===== config.mk =====
export PLATFORM = sky130hd
export DESIGN_NAME = moore_pattern_gen
export DESIGN_NICKNAME = d
export VERILOG_FILES = /design/src/rtl/moore_pkg.sv /design/src/rtl/pattern_shift_reg.sv /design/src/rtl/moore_pattern_gen.sv
export SDC_FILE = /design/constraint.sdc
export NUM_CORES = 1
export LEC_CHECK = 0
export CORE_ASPECT_RATIO = 1.75
export CORE_MARGIN = 1.5
export CORE_UTILIZATION = 40
export DETAILED_ROUTE_END_ITERATION = 10
export GPL_TIMING_DRIVEN = 1
export HOLD_SLACK_MARGIN = 0.1
export PLACE_DENSITY_LB_ADDON = 0.25
export SYNTH_ARGS = -nofsm -noshare
export SYNTH_HDL_FRONTEND = slang
export SYNTH_SLANG_ARGS = --single-unit

===== constraint.sdc =====
create_clock -name clk -period 2.79 [get_ports clk]
set_input_delay 0.558 -clock clk [delete_from_list [all_inputs] [get_ports clk]]
set_output_delay 0.558 -clock clk [all_outputs]
set_load 0.1 [all_outputs]

===== src/rtl/moore_pkg.sv =====
// moore_pkg: state encoding, default pattern and widths shared by the pattern generator and detector
package moore_pkg;
  typedef enum logic [1:0] {
    IDLE = 2'd0,
    SEND = 2'd1,
    GAP  = 2'd2,
    DONE = 2'd3
  } state_t;
  localparam int PAT_W = 4;
  localparam int REP_W = 4;
  localparam int GAP_W = 4;
  localparam logic [3:0] DEF_PATTERN = 4'b1011;
endpackage


===== src/rtl/pattern_shift_reg.sv =====
// pattern_shift_reg: parallel-load left-shift register with MSB tap
module pattern_shift_reg #(
  parameter int PAT_W = 4
) (
  input  logic             clk,
  input  logic             rst,
  input  logic             load,
  input  logic             shift,
  input  logic [PAT_W-1:0] din,
  output logic             msb
);
  logic [PAT_W-1:0] q;
  // load wins over shift so a back-to-back reload restarts the pattern cleanly
  always_ff @(posedge clk or negedge rst)
    if (!rst) q <= '0;
    else if (load) q <= din;
    else if (shift) q <= {q[PAT_W-2:0], 1'b0};
  assign msb = q[PAT_W-1];
endmodule


===== src/rtl/moore_pattern_gen.sv =====
// moore_pattern_gen: Moore FSM shifting a repeated pattern out MSB first with optional idle gaps
module moore_pattern_gen #(
  parameter int               PAT_W       = moore_pkg::PAT_W,
  parameter logic [PAT_W-1:0] DEF_PATTERN = PAT_W'(moore_pkg::DEF_PATTERN),
  parameter int               REP_W       = moore_pkg::REP_W,
  parameter int               GAP_W       = moore_pkg::GAP_W
) (
  input  logic             clk,
  input  logic             rst,
  input  logic             start,
  input  logic             cfg_we,
  input  logic [PAT_W-1:0] cfg_pattern,
  input  logic [REP_W-1:0] cfg_reps,
  input  logic [GAP_W-1:0] cfg_gap,
  input  logic             abort,
  output logic             out,
  output logic             busy,
  output logic             done
);
  import moore_pkg::*;
  localparam int BW = $clog2(PAT_W);
  localparam logic [BW-1:0] LAST = BW'(PAT_W - 1);
  state_t state, state_n;
  logic [PAT_W-1:0] pat_cfg, pat_src;
  logic [REP_W-1:0] reps_cfg, reps_eff, rep_cnt;
  logic [GAP_W-1:0] gap_cfg, gap_eff, gap_w, gap_cnt;
  logic [BW-1:0] bit_cnt;
  logic go, last_bit, more, gap_end, load, msb;
  assign go       = state == IDLE && start;
  assign last_bit = bit_cnt == '0;
  assign more     = rep_cnt != '0;
  assign gap_end  = gap_cnt <= GAP_W'(1);
  assign pat_src  = state == IDLE && cfg_we ? cfg_pattern : pat_cfg;
  assign reps_eff = cfg_we ? cfg_reps : reps_cfg;
  assign gap_eff  = cfg_we ? cfg_gap : gap_cfg;
  assign load     = go || (state == SEND && last_bit && more && gap_w == '0) || (state == GAP && gap_end);
  pattern_shift_reg #(.PAT_W(PAT_W)) u_shift (
    .clk   (clk),
    .rst   (rst),
    .load  (load),
    .shift (state == SEND),
    .din   (pat_src),
    .msb   (msb)
  );
  // state register; reset drops straight to IDLE, aborting any transfer without done
  always_ff @(posedge clk or negedge rst)
    if (!rst) state <= IDLE;
    else state <= state_n;
  // next-state and Moore output decode
  always_comb begin
    state_n = state;
    out     = 1'b0;
    busy    = 1'b0;
    done    = 1'b0;
    unique case (state)
      IDLE: state_n = start ? SEND : IDLE;
      SEND: begin
        state_n = abort ? IDLE : !last_bit ? SEND : !more ? DONE : gap_w != '0 ? GAP : SEND;
        out     = msb;
        busy    = 1'b1;
      end
      GAP: begin
        state_n = abort ? IDLE : gap_end ? SEND : GAP;
        busy    = 1'b1;
      end
      DONE: begin
        state_n = IDLE;
        done    = 1'b1;
      end
    endcase
  end
  // config registers plus working counters; counters only step down while nonzero
  always_ff @(posedge clk or negedge rst)
    if (!rst) begin
      pat_cfg  <= DEF_PATTERN;
      reps_cfg <= REP_W'(1);
      gap_cfg  <= '0;
      rep_cnt  <= '0;
      gap_w    <= '0;
      gap_cnt  <= '0;
      bit_cnt  <= '0;
    end else begin
      if (state == IDLE && cfg_we) begin
        pat_cfg  <= cfg_pattern;
        reps_cfg <= cfg_reps;
        gap_cfg  <= cfg_gap;
      end
      if (go) begin
        bit_cnt <= LAST;
        rep_cnt <= reps_eff == '0 ? '0 : reps_eff - 1'b1;
        gap_w   <= gap_eff;
      end else if (state == SEND) begin
        bit_cnt <= last_bit ? LAST : bit_cnt - 1'b1;
        if (last_bit && more) begin
          rep_cnt <= rep_cnt - 1'b1;
          gap_cnt <= gap_w;
        end
      end else if (state == GAP && gap_cnt != '0) gap_cnt <= gap_cnt - 1'b1;
    end
endmodule


==> flow_summary.yaml, run 1 <==
cts:
  clock_sinks: 32
  cts_hold_buf: 0
  cts_buffer_depth: 2
  cts_setup_buffers: 0
  cts_tree: "done"
  insertion_delay_ns: 0.28
  htree_num_levels: 2
  root_buffer: "clkbuf_8"
  numCtsBuffers: 5
  clk_pin_slew_ns: 0.07
  cts.repair.resized: 0
logic_synthesis:
  synth_area_sq_um: 1813
  syn_inst: 164
  ys.flop_type: "dfrtp_1"
  synth_area_leaders: "dfrtp_1 39%, mux2_2 13%, ha_1 6.9%"
  ys_ff_latch: 32
  syn-num-nets: 191
  ys_seq_area_share_pct: 44.44
  synth_top_cell_by_area: "dfrtp_1"
  avgSynthCellArea_sq_um: 11.05
  synth_top_area_share_pct: 38.65
  yosys_warnings: 0
  synth-edff-count: 0
  async_reset_ff_share_pct: 100.0
  ys_top_cells_by_count: "28 x dfrtp_1, 21 x mux2_2, 11 x inv_1, 11 x nand2_1, 11 x o21ai_0"
  synth_cell_type_count: 37
  yosysMostFrequentCell: "dfrtp_1"
floorplanning:
  die_area_sq_um: 4961
  core_sq_um: 4364
  core.rowCount: 32
  io_pins: 20
  die_w_um: 53.89
  die_y_um: 92.06
  start_util_pct: 41.54
final_layout:
  fillCellCount: 393
  area_growth_pct: 21.88
  final-instance-count-excl-fill: 241
  multi_input_area_sq_um: 935.9
  drive_above_1_share_pct: 25.79
  n_antenna_cell: 0
  nets: 216
  regArea_sq_um: 805.8
worst_setup_path:
  critPathArrivalTime_ns: 1.78
  startpoint_type: "flop"
  critPathMaxFanout: 11
  reg2reg_slack_ns: 0.78
  worstSetupEndpointType: "output port"
  crit_required_ns: 2.23
  critPathKind: "reg2out"
route:
  routedWlPerCell_um: 14.37
  ant_nets: 0
  drc_errors: 0
  drt_wl_total_um: 3464
  vias: 1295
  viasPerCell: 5.373
  dr.pass1.iters: 3
  drtIter0Drc: 15
grt:
  grt_max_degree: 33
  grt_pass1_vias: 1427
  antenna_found_initial: 0
  overflow: 0
  track_usage_pct: 16.40
  grt_pass1_wl_um: 5989
timing:
  period_needed_ns: 2.342
  fin_crit_sh_pct: 83.96
  fmax_ghz: 0.4269
  worstMarginPinSlew_ns: 0.5379
  finalHoldWorstSlack_ns: 0.5040
  slew_headroom_pct: 64.05
  grt_setup_unrepaired: "no"
  hold_viol: 0
  maxSlewViolCount: 0
  tns_ns: 0
  skew_ns: 0.006900
  setup_violations: 0
min_path:
  hold_path.class: "reg2reg"
power:
  p_per_area_nw_per_um2: 754.5
  ir_drop_uv: 478.3
  leakage_nw: 0.9616
outcome:
  status: "finished clean"
placed_design:
  place_congestion: 0.8503
  place_hpwl_um: 2647
  port_buffers: 19
  place_inst: 233
run:
  cap_violations: 0
## cell families after synthesis
group                      synth area share, %
and+or+nand+nor                          12.01
AOI/OAI and AO/OA                        12.70
DFF                                      44.44
muxes                                    18.56
buffers and inverters                    3.933
adders and majority gates                6.901
xor gates and xnor gates                 1.450
## final timing paths
check	from	cells past startpoint	to
setup reg to reg	state[1]$_DFF_PN0_	6	gap_cnt[1]$_DFFE_PN0P_
max in group asynchronous	rst	2	reps_cfg[0]$_DFFE_PN1N_
hold reg to reg	gap_cfg[3]$_DFFE_PN0N_	1	gap_cfg[3]$_DFFE_PN0N_
hold / removal	gap_cfg[3]$_DFFE_PN0N_	1	gap_cfg[3]$_DFFE_PN0N_
setup / recovery	state[1]$_DFF_PN0_	5	out
min in group asynchronous	rst	2	bit_cnt[0]$_DFFE_PN0P_
## report_power, final
| part | internal [W] | switching, W |
|---|---|---|
| logic | 0.000244 | 0.000252 |
| clock network | 0.000315 | 0.000177 |
| registers | 0.000594 | 0.0000860 |
## state kept, by name (all words and copies together) (netlist names), 4 cells and up
name,flops
gap_cfg,4
gap_cnt,4
gap_w,4
pat_cfg,4
rep_cnt,4
reps_cfg,4
u_shift.q,4
## worst max-delay path, cell delays in order, from the launching register on
cell,delay (ns)
dfrtp_1,0.41
inv_1,0.12
ha_1,0.36
buf_4,0.25
and2_1,0.18
buf_12,0.18
## per-layer routing
metal  track usage, %  routed length, um  vias to the layer above  part of all wire (%)
li1                 -                  -                      638                     -
met1            17.19               1321                      622                    38
met2            28.76               1933                       24                    56
met3            3.583                105                       11                   3.0
met4            8.333                104                        0                   3.0
met5                0                  0                        -                     0
## cell usage in the layout (no fill, tap or decap), types with 6 or more instances in the layout
cell,count
clkbuf_8,7
dfrtp_1,28
inv_1,11
a21oi_1,6
buf_4,7
ha_1,10
clkdlybuf4s50_1,16
o21ai_0,11
mux2_2,21
mux2i_1,10
nand2_1,11
## cell type report
cell class,count,area share [%]
clock buffer,7,4.360
clock inverter,1,1.359
inverter,12,2.039
multi-input combinational,114,42.36
sequential,32,36.47
tap,51,2.888
timing repair buffer,24,10.53
## stage by stage
stage / worst slack, ns / area (sq um) / power [W] / utilization, %
finish: 0.4476 / 2210 / 0.001667 / 50.63
global placement: 0.6387 / 2083 / 0.001175 / 47.74
floorplan: 0.3720 / 1813 / 0.001047 / -
detailed placement: 0.5781 / 2083 / 0.001191 / 47.74
global route: 0.3167 / 2210 / 0.001772 / 50.63
CTS: 0.4210 / 2210 / 0.001689 / 50.63
(Power assumes the default switching activity.)
==> run 2, diff against run 1 <==
clock period = 2 ns   (was 2.79 ns; I/O delays follow)
==> run 2 against run 1 <==
  * Die area did not move
  * Utilization increased by 0.57 points
  * Count of clock-buffer cells in the layout shrank 2
  * Global-route usage about the same
  * Routed wire length grew 3.0%
  * Power rose by 30%
  * Critical path depth is the same
  * Cell area grew 1.1%
  * Setup slack got worse by 0.36 ns
  * Sequential cell count did not move
  * Hold slack better by 0.00063 ns
  * Largest power group unchanged
==> flow_summary.yaml, run 2 (synthesis results as in run 1) <==
min_path:
  hold_path.class: "reg2reg"
  worstHoldStart: "pat_cfg[2]$_DFF_PN0_"
  min_to: "pat_cfg[2]$_DFF_PN0_"
  hold_depth: 1
placed_design:
  port_buffers: 19
  place_hpwl_um: 2771
  place_inst: 238
  place_congestion: 0.8983
  pre_cts_slack_ns: 0.09979
grt:
  grt_max_degree: 33
  grt_pass1_vias: 1436
  track_usage_pct: 16.44
  antenna_found_initial: 0
  overflow: 0
  grt_pass1_wl_um: 6023
worst_setup_path:
  r2r-start: "state[1]$_DFF_PN0_"
  reg2reg_slack_ns: 0.18
  cpMaxStageDelayCell: "dfrtp_1"
  worstSetupEndpointType: "output port"
  cp_top_family: "buffers and inverters"
  critPathMaxFanout: 5
  path_cells: "inv_1 -> ha_1 -> buf_4 -> and2_2 -> buf_12"
  critPathKind: "reg2out"
  startpoint_type: "flop"
  r2r_cells: 7
  crit_buf_inv: 3
  critPathMaxStageDelay_ns: 0.40
  crit_required_ns: 1.60
  critPathArrivalTime_ns: 1.51
  rr_endpoint: "gap_cnt[3]$_DFFE_PN0P_"
cts:
  cts_hold_buf: 0
  cts_setup_buffers: 0
  numCtsBuffers: 5
  clock_sinks: 32
  htree_num_levels: 2
  cts_tree: "done"
  root_buffer: "clkbuf_8"
  insertion_delay_ns: 0.28
  cts.repair.resized: 0
  cts_buffer_depth: 2
  clk_pin_slew_ns: 0.07
timing:
  finalHoldWorstSlack_ns: 0.5046
  grt_setup_unrepaired: "no"
  skew_ns: 0.005519
  maxSlewViolCount: 0
  setup_slack_ns: 0.09118
  setup_violations: 0
  hold_viol: 0
  fin_crit_sh_pct: 95.44
  worstMarginPinSlew_ns: 0.4075
  slew_headroom_pct: 72.83
  tns_ns: 0
  period_needed_ns: 1.909
  fmax_ghz: 0.5239
floorplanning:
  die_area_sq_um: 4961
  core.rowCount: 32
  die_w_um: 53.89
  io_pins: 20
  start_util_pct: 41.54
  die_y_um: 92.06
  core_sq_um: 4364
power:
  clkPwrFrac_pct: 22.6
  leakage_nw: 0.9777
  combPwrFrac_pct: 33.5
  p_per_area_nw_per_um2: 970.5
  seqPwrFrac_pct: 43.9
  internal_power_w: 0.001433
  p_sw_w: 0.0007357
  netSwitchingFraction_pct: 33.92
  ir_drop_uv: 660.3
route:
  drc_errors: 0
  drt_wl_total_um: 3569
  viasPerCell: 5.439
  dr.pass1.iters: 4
  drtIter0Drc: 17
  ant_nets: 0
  routedWlPerCell_um: 14.51
  vias: 1338
outcome:
  status: "finished clean"
final_layout:
  final_cell_mix: "28 x dfrtp_1, 21 x mux2_2, 16 x clkdlybuf4s50_1"
  drive_above_1_share_pct: 28.21
  nets: 221
  final-instance-count-excl-fill: 246
  fillCellCount: 401
  final_common_cell: "dfrtp_1"
  area_growth_pct: 23.26
  n_antenna_cell: 0
run:
  cap_violations: 0
==> run 2: cell count changes in the layout (fill, tap and decap cells not counted), sizes merged <==
cell    change
clkinv      +3
clkbuf      -2
bufinv      -1
buf         +5
==> run 2: how the worst max path moves through the flow <==
stage | start | end | slack [ns] | cells past startpoint
6_report | state[1]$_DFF_PN0_ | out | 0.09 | 5
5_1_grt | state[1]$_DFF_PN0_ | out | 0.02 | 5
4_1_cts | state[1]$_DFF_PN0_ | out | 0.06 | 5
3_5_place_dp | cfg_we | rep_cnt[2]$_DFFE_PN0P_ | 0.1 | 6
3_3_place_gp | cfg_we | rep_cnt[2]$_DFFE_PN0P_ | 0.17 | 6
2_1_floorplan | state[1]$_DFF_PN0_ | out | 0.01 | 5
==> run 2: per-layer routing <==
layer	GRT usage, %	routed length [um]
met1	16.28	1332
met2	28.76	1930
met3	3.420	129
met4	10.68	177
met5	0	0
==> run 2: cell type report <==
type                       instances  area [sq um]  area share [%]
timing repair buffer              29         295.3           13.21
inverter                          12         45.04           2.016
clock inverter                     3         18.77          0.8399
multi-input combinational        114         937.1           41.94
tap                               51         63.81           2.856
clock buffer                       5         68.82           3.080
sequential                        32         805.8           36.06
==> run 2: power by group through the flow <==
stage	logic, W	clock network (W)	registers (W)
final	0.000726	0.000489	0.000953
after CTS	0.000734	0.000505	0.000954
after global placement	0.000709	0	0.000954
after floorplan	0.000532	0	0.000930
after detailed placement	0.000730	0	0.000967
after global routing	0.000811	0.000524	0.000974
==> run 2: worst register-to-register path, stage by stage, from the launching register on <==
cell	delay (ns)
dfrtp_1	0.38
inv_1	0.09
ha_1	0.23
buf_4	0.20
nand2b_1	0.16
a21oi_1	0.25
o21a_1	0.26
o221a_2	0.21
==> run 2: stage by stage <==
stage                     power [W]  instance area, sq um  utilization (%)
final                      0.002169                  2235            51.20
after global routing       0.002309                  2235            51.20
after CTS                  0.002193                  2235            51.20
after detailed placement   0.001697                  2147            49.20
after global placement     0.001663                  2147            49.20
after floorplan            0.001462                  1814                -
==> run 3, diff against run 2 <==
ABC_AREA = 1   (was default)
==> run 3 against run 2 <==
  * Synthesized area up 6.3%
  * Via count is 17% higher
  * Utilization is 2.2 points lower
  * Maximum frequency rose by 2.6%
  * Power rose by 25%
  * Register-to-register slack better by 0.22 ns
  * Die area grew 6.1%
  * Cell count up 30%
==> flow_summary.yaml, run 3 <==
grt:
  grt_pass1_wl_um: 6672
  grt_max_degree: 33
  overflow: 0
  antenna_found_initial: 0
  track_usage_pct: 16.09
  grt_pass1_vias: 1547
final_layout:
  final_cell_mix: "61 x nand2_1, 34 x inv_1, 28 x dfrtp_1, 18 x o21ai_1, 17 x a21oi_1"
  area_growth_pct: 18.56
  nets: 295
  drive_above_1_share_pct: 15.61
  n_antenna_cell: 0
  final_common_cell: "nand2_1"
worst_setup_path:
  cpMaxStageDelayCell: "dfrtp_1"
  critPathMaxFanout: 7
  critPathArrivalTime_ns: 1.46
  path_cells: "inv_1 -> ha_1 -> nand2_1 -> inv_1 -> buf_12"
  critPathMaxStageDelay_ns: 0.40
  cp_top_family: "flip-flops"
  startpoint_type: "flop"
  crit_buf_inv: 3
  critPathKind: "reg2out"
  cp_common_cell: "inv_1"
  crit_required_ns: 1.60
  worstSetupEndpointType: "output port"
logic_synthesis:
  synth_adder_area_share_pct: 6.489
  ys_seq_area_share_pct: 41.79
  synth_cell_type_count: 26
  synth_compound_area_share_pct: 13.63
  syn_inst: 244
  avgSynthCellArea_sq_um: 7.902
  synth_area_leaders: "dfrtp_1 36%, nand2_1 12%, inv_1 6.6%"
  synth-edff-count: 0
  synthSimpleGateAreaFrac_pct: 25.50
  ys_top_cells_by_count: "61 x nand2_1, 34 x inv_1, 28 x dfrtp_1"
  async_reset_ff_share_pct: 100.0
  synth_top_family_by_area: "simple AND/OR/NAND/NOR gates"
  syn-num-nets: 271
  yosys_warnings: 0
  yosysMostFrequentCell: "nand2_1"
  synth-xor-area-share_pct: 0.4543
  ys.flop_type: "dfrtp_1"
  synth_top_cell_by_area: "dfrtp_1"
  ys_ff_latch: 32
  synthMuxAreaShare_pct: 0.7787
  synth_top_area_share_pct: 36.34
  synth_area_sq_um: 1928
timing:
  hold_viol: 0
  slew_headroom_pct: 71.70
  fmax_ghz: 0.5375
  maxSlewViolCount: 0
  skew_ns: 0.009078
  fin_crit_sh_pct: 93.02
  period_needed_ns: 1.860
  setup_violations: 0
  worstMarginPinSlew_ns: 0.4245
  grt_setup_unrepaired: "no"
  tns_ns: 0
placed_design:
  place_hpwl_um: 2892
  port_buffers: 19
  place_congestion: 0.8213
floorplanning:
  die_area_sq_um: 5262
  core.rowCount: 33
  start_util_pct: 41.32
  die_y_um: 94.85
  die_w_um: 55.48
  core_sq_um: 4666
  io_pins: 20
cts:
  cts.repair.resized: 0
  clock_sinks: 32
  root_buffer: "clkbuf_8"
  cts_setup_buffers: 0
  numCtsBuffers: 5
  htree_num_levels: 2
  cts_tree: "done"
  cts_hold_buf: 0
  insertion_delay_ns: 0.28
  cts_buffer_depth: 2
  clk_pin_slew_ns: 0.07
route:
  drc_errors: 0
  viasPerCell: 4.860
  ant_nets: 0
  drt_wl_total_um: 3744
  drtIter0Drc: 16
  vias: 1560
  routedWlPerCell_um: 11.66
  dr.pass1.iters: 4
power:
  leakage_nw: 1.152
  finalPower_w: 0.002721
  internal_power_w: 0.001680
  clkPwrFrac_pct: 22.3
  ir_drop_uv: 535.7
  combPwrFrac_pct: 41.0
  seqPwrFrac_pct: 36.7
  p_per_area_nw_per_um2: 1190
  netSwitchingFraction_pct: 38.27
  p_sw_w: 0.001041
min_path:
  hold_path.class: "reg2reg"
run:
  cap_violations: 0
outcome:
  status: "finished clean"
==> run 3: cell count changes after synthesis, sizes merged, moves of 3 or more <==
cell	change
buf	+5
o21ai	+23
nor3	-5
inv	+25
nor2	+9
mux2i	-10
nand3	+15
a21oi	+11
nand2	+58
mux2	-20
clkbuf	-3
o211ai	-4
==> run 3: layout make-up <==
cell class,instances,area [sq um]
fill,481,2380
clock buffer,6,72.57
tap,52,65.06
inverter,37,138.9
multi-input combinational,167,903.4
timing repair buffer,25,265.3
sequential,32,805.8
clock inverter,2,35.03
==> run 3: per-layer routing <==
layer | vias to the layer above | routed length, um | global-route usage [%] | part of all wire, %
met5 | - | 0 | 0 | 0
met4 | 0 | 53 | 6.504 | 1.4
met3 | 5 | 71 | 2.329 | 1.9
met2 | 20 | 2142 | 32.74 | 57
met1 | 716 | 1477 | 15.72 | 39
li1 | 819 | - | - | -
==> run 3: worst register-to-register path, stage by stage, from the launching register on <==
cell     delay, ns
dfrtp_1       0.40
inv_1         0.11
ha_1          0.30
nand2_2       0.16
inv_2         0.19
a21oi_1       0.05
o21ai_0       0.10
nand2_1       0.08
nand2_1       0.06
nand2_1       0.04
==> run 3: through the flow <==
step	utilization (%)	hold WS, ns	setup WS (ns)	instance area, sq um	instances
after global routing	48.99	0.4967	0.01302	2286	321
after global placement	46.69	0.4626	0.3363	2178	313
after detailed placement	46.69	0.4678	0.3084	2178	313
after floorplan	-	0.1044	0.04358	1928	244
final	48.99	0.4768	0.1396	2286	321
after CTS	48.99	0.4835	0.09800	2286	321
==> run 3: final timing paths <==
| path | startpoint | to | slack (ns) | depth (start not counted) |
|---|---|---|---|---|
| worst max-delay path | state[1]$_DFF_PN0_ | out | 0.14 | 5 |
| min in group asynchronous | rst | gap_cfg[0]$_DFFE_PN0N_ | 0.52 | 2 |
| worst min register to register | reps_cfg[0]$_DFFE_PN1N_ | reps_cfg[0]$_DFFE_PN1N_ | 0.48 | 2 |
| worst min-delay path | reps_cfg[0]$_DFFE_PN1N_ | reps_cfg[0]$_DFFE_PN1N_ | 0.48 | 2 |
| max in group asynchronous | rst | pat_cfg[0]$_DFF_PN1_ | 1.14 | 2 |
| worst max register to register | state[0]$_DFF_PN0_ | rep_cnt[3]$_DFFE_PN0P_ | 0.40 | 9 |
==> run 3: power by group through the flow <==
stage	combinational (W)	clock (W)	sequential, W
after global placement	0.00112	0	0.00101
after CTS	0.00114	0.000626	0.00100
final	0.00112	0.000607	0.000998
after global routing	0.00129	0.000649	0.00102
after detailed placement	0.00114	0	0.00101
after floorplan	0.000886	0	0.000986
==> run 3: kinds of logic after synthesis <==
kind of cell,count (synthesis)
AOI/OAI and AO/OA,52
buffers and inverters,45
DFF,32
muxes,1
xor gates and xnor gates,1
and+or+nand+nor,103
adders and majority gates,10
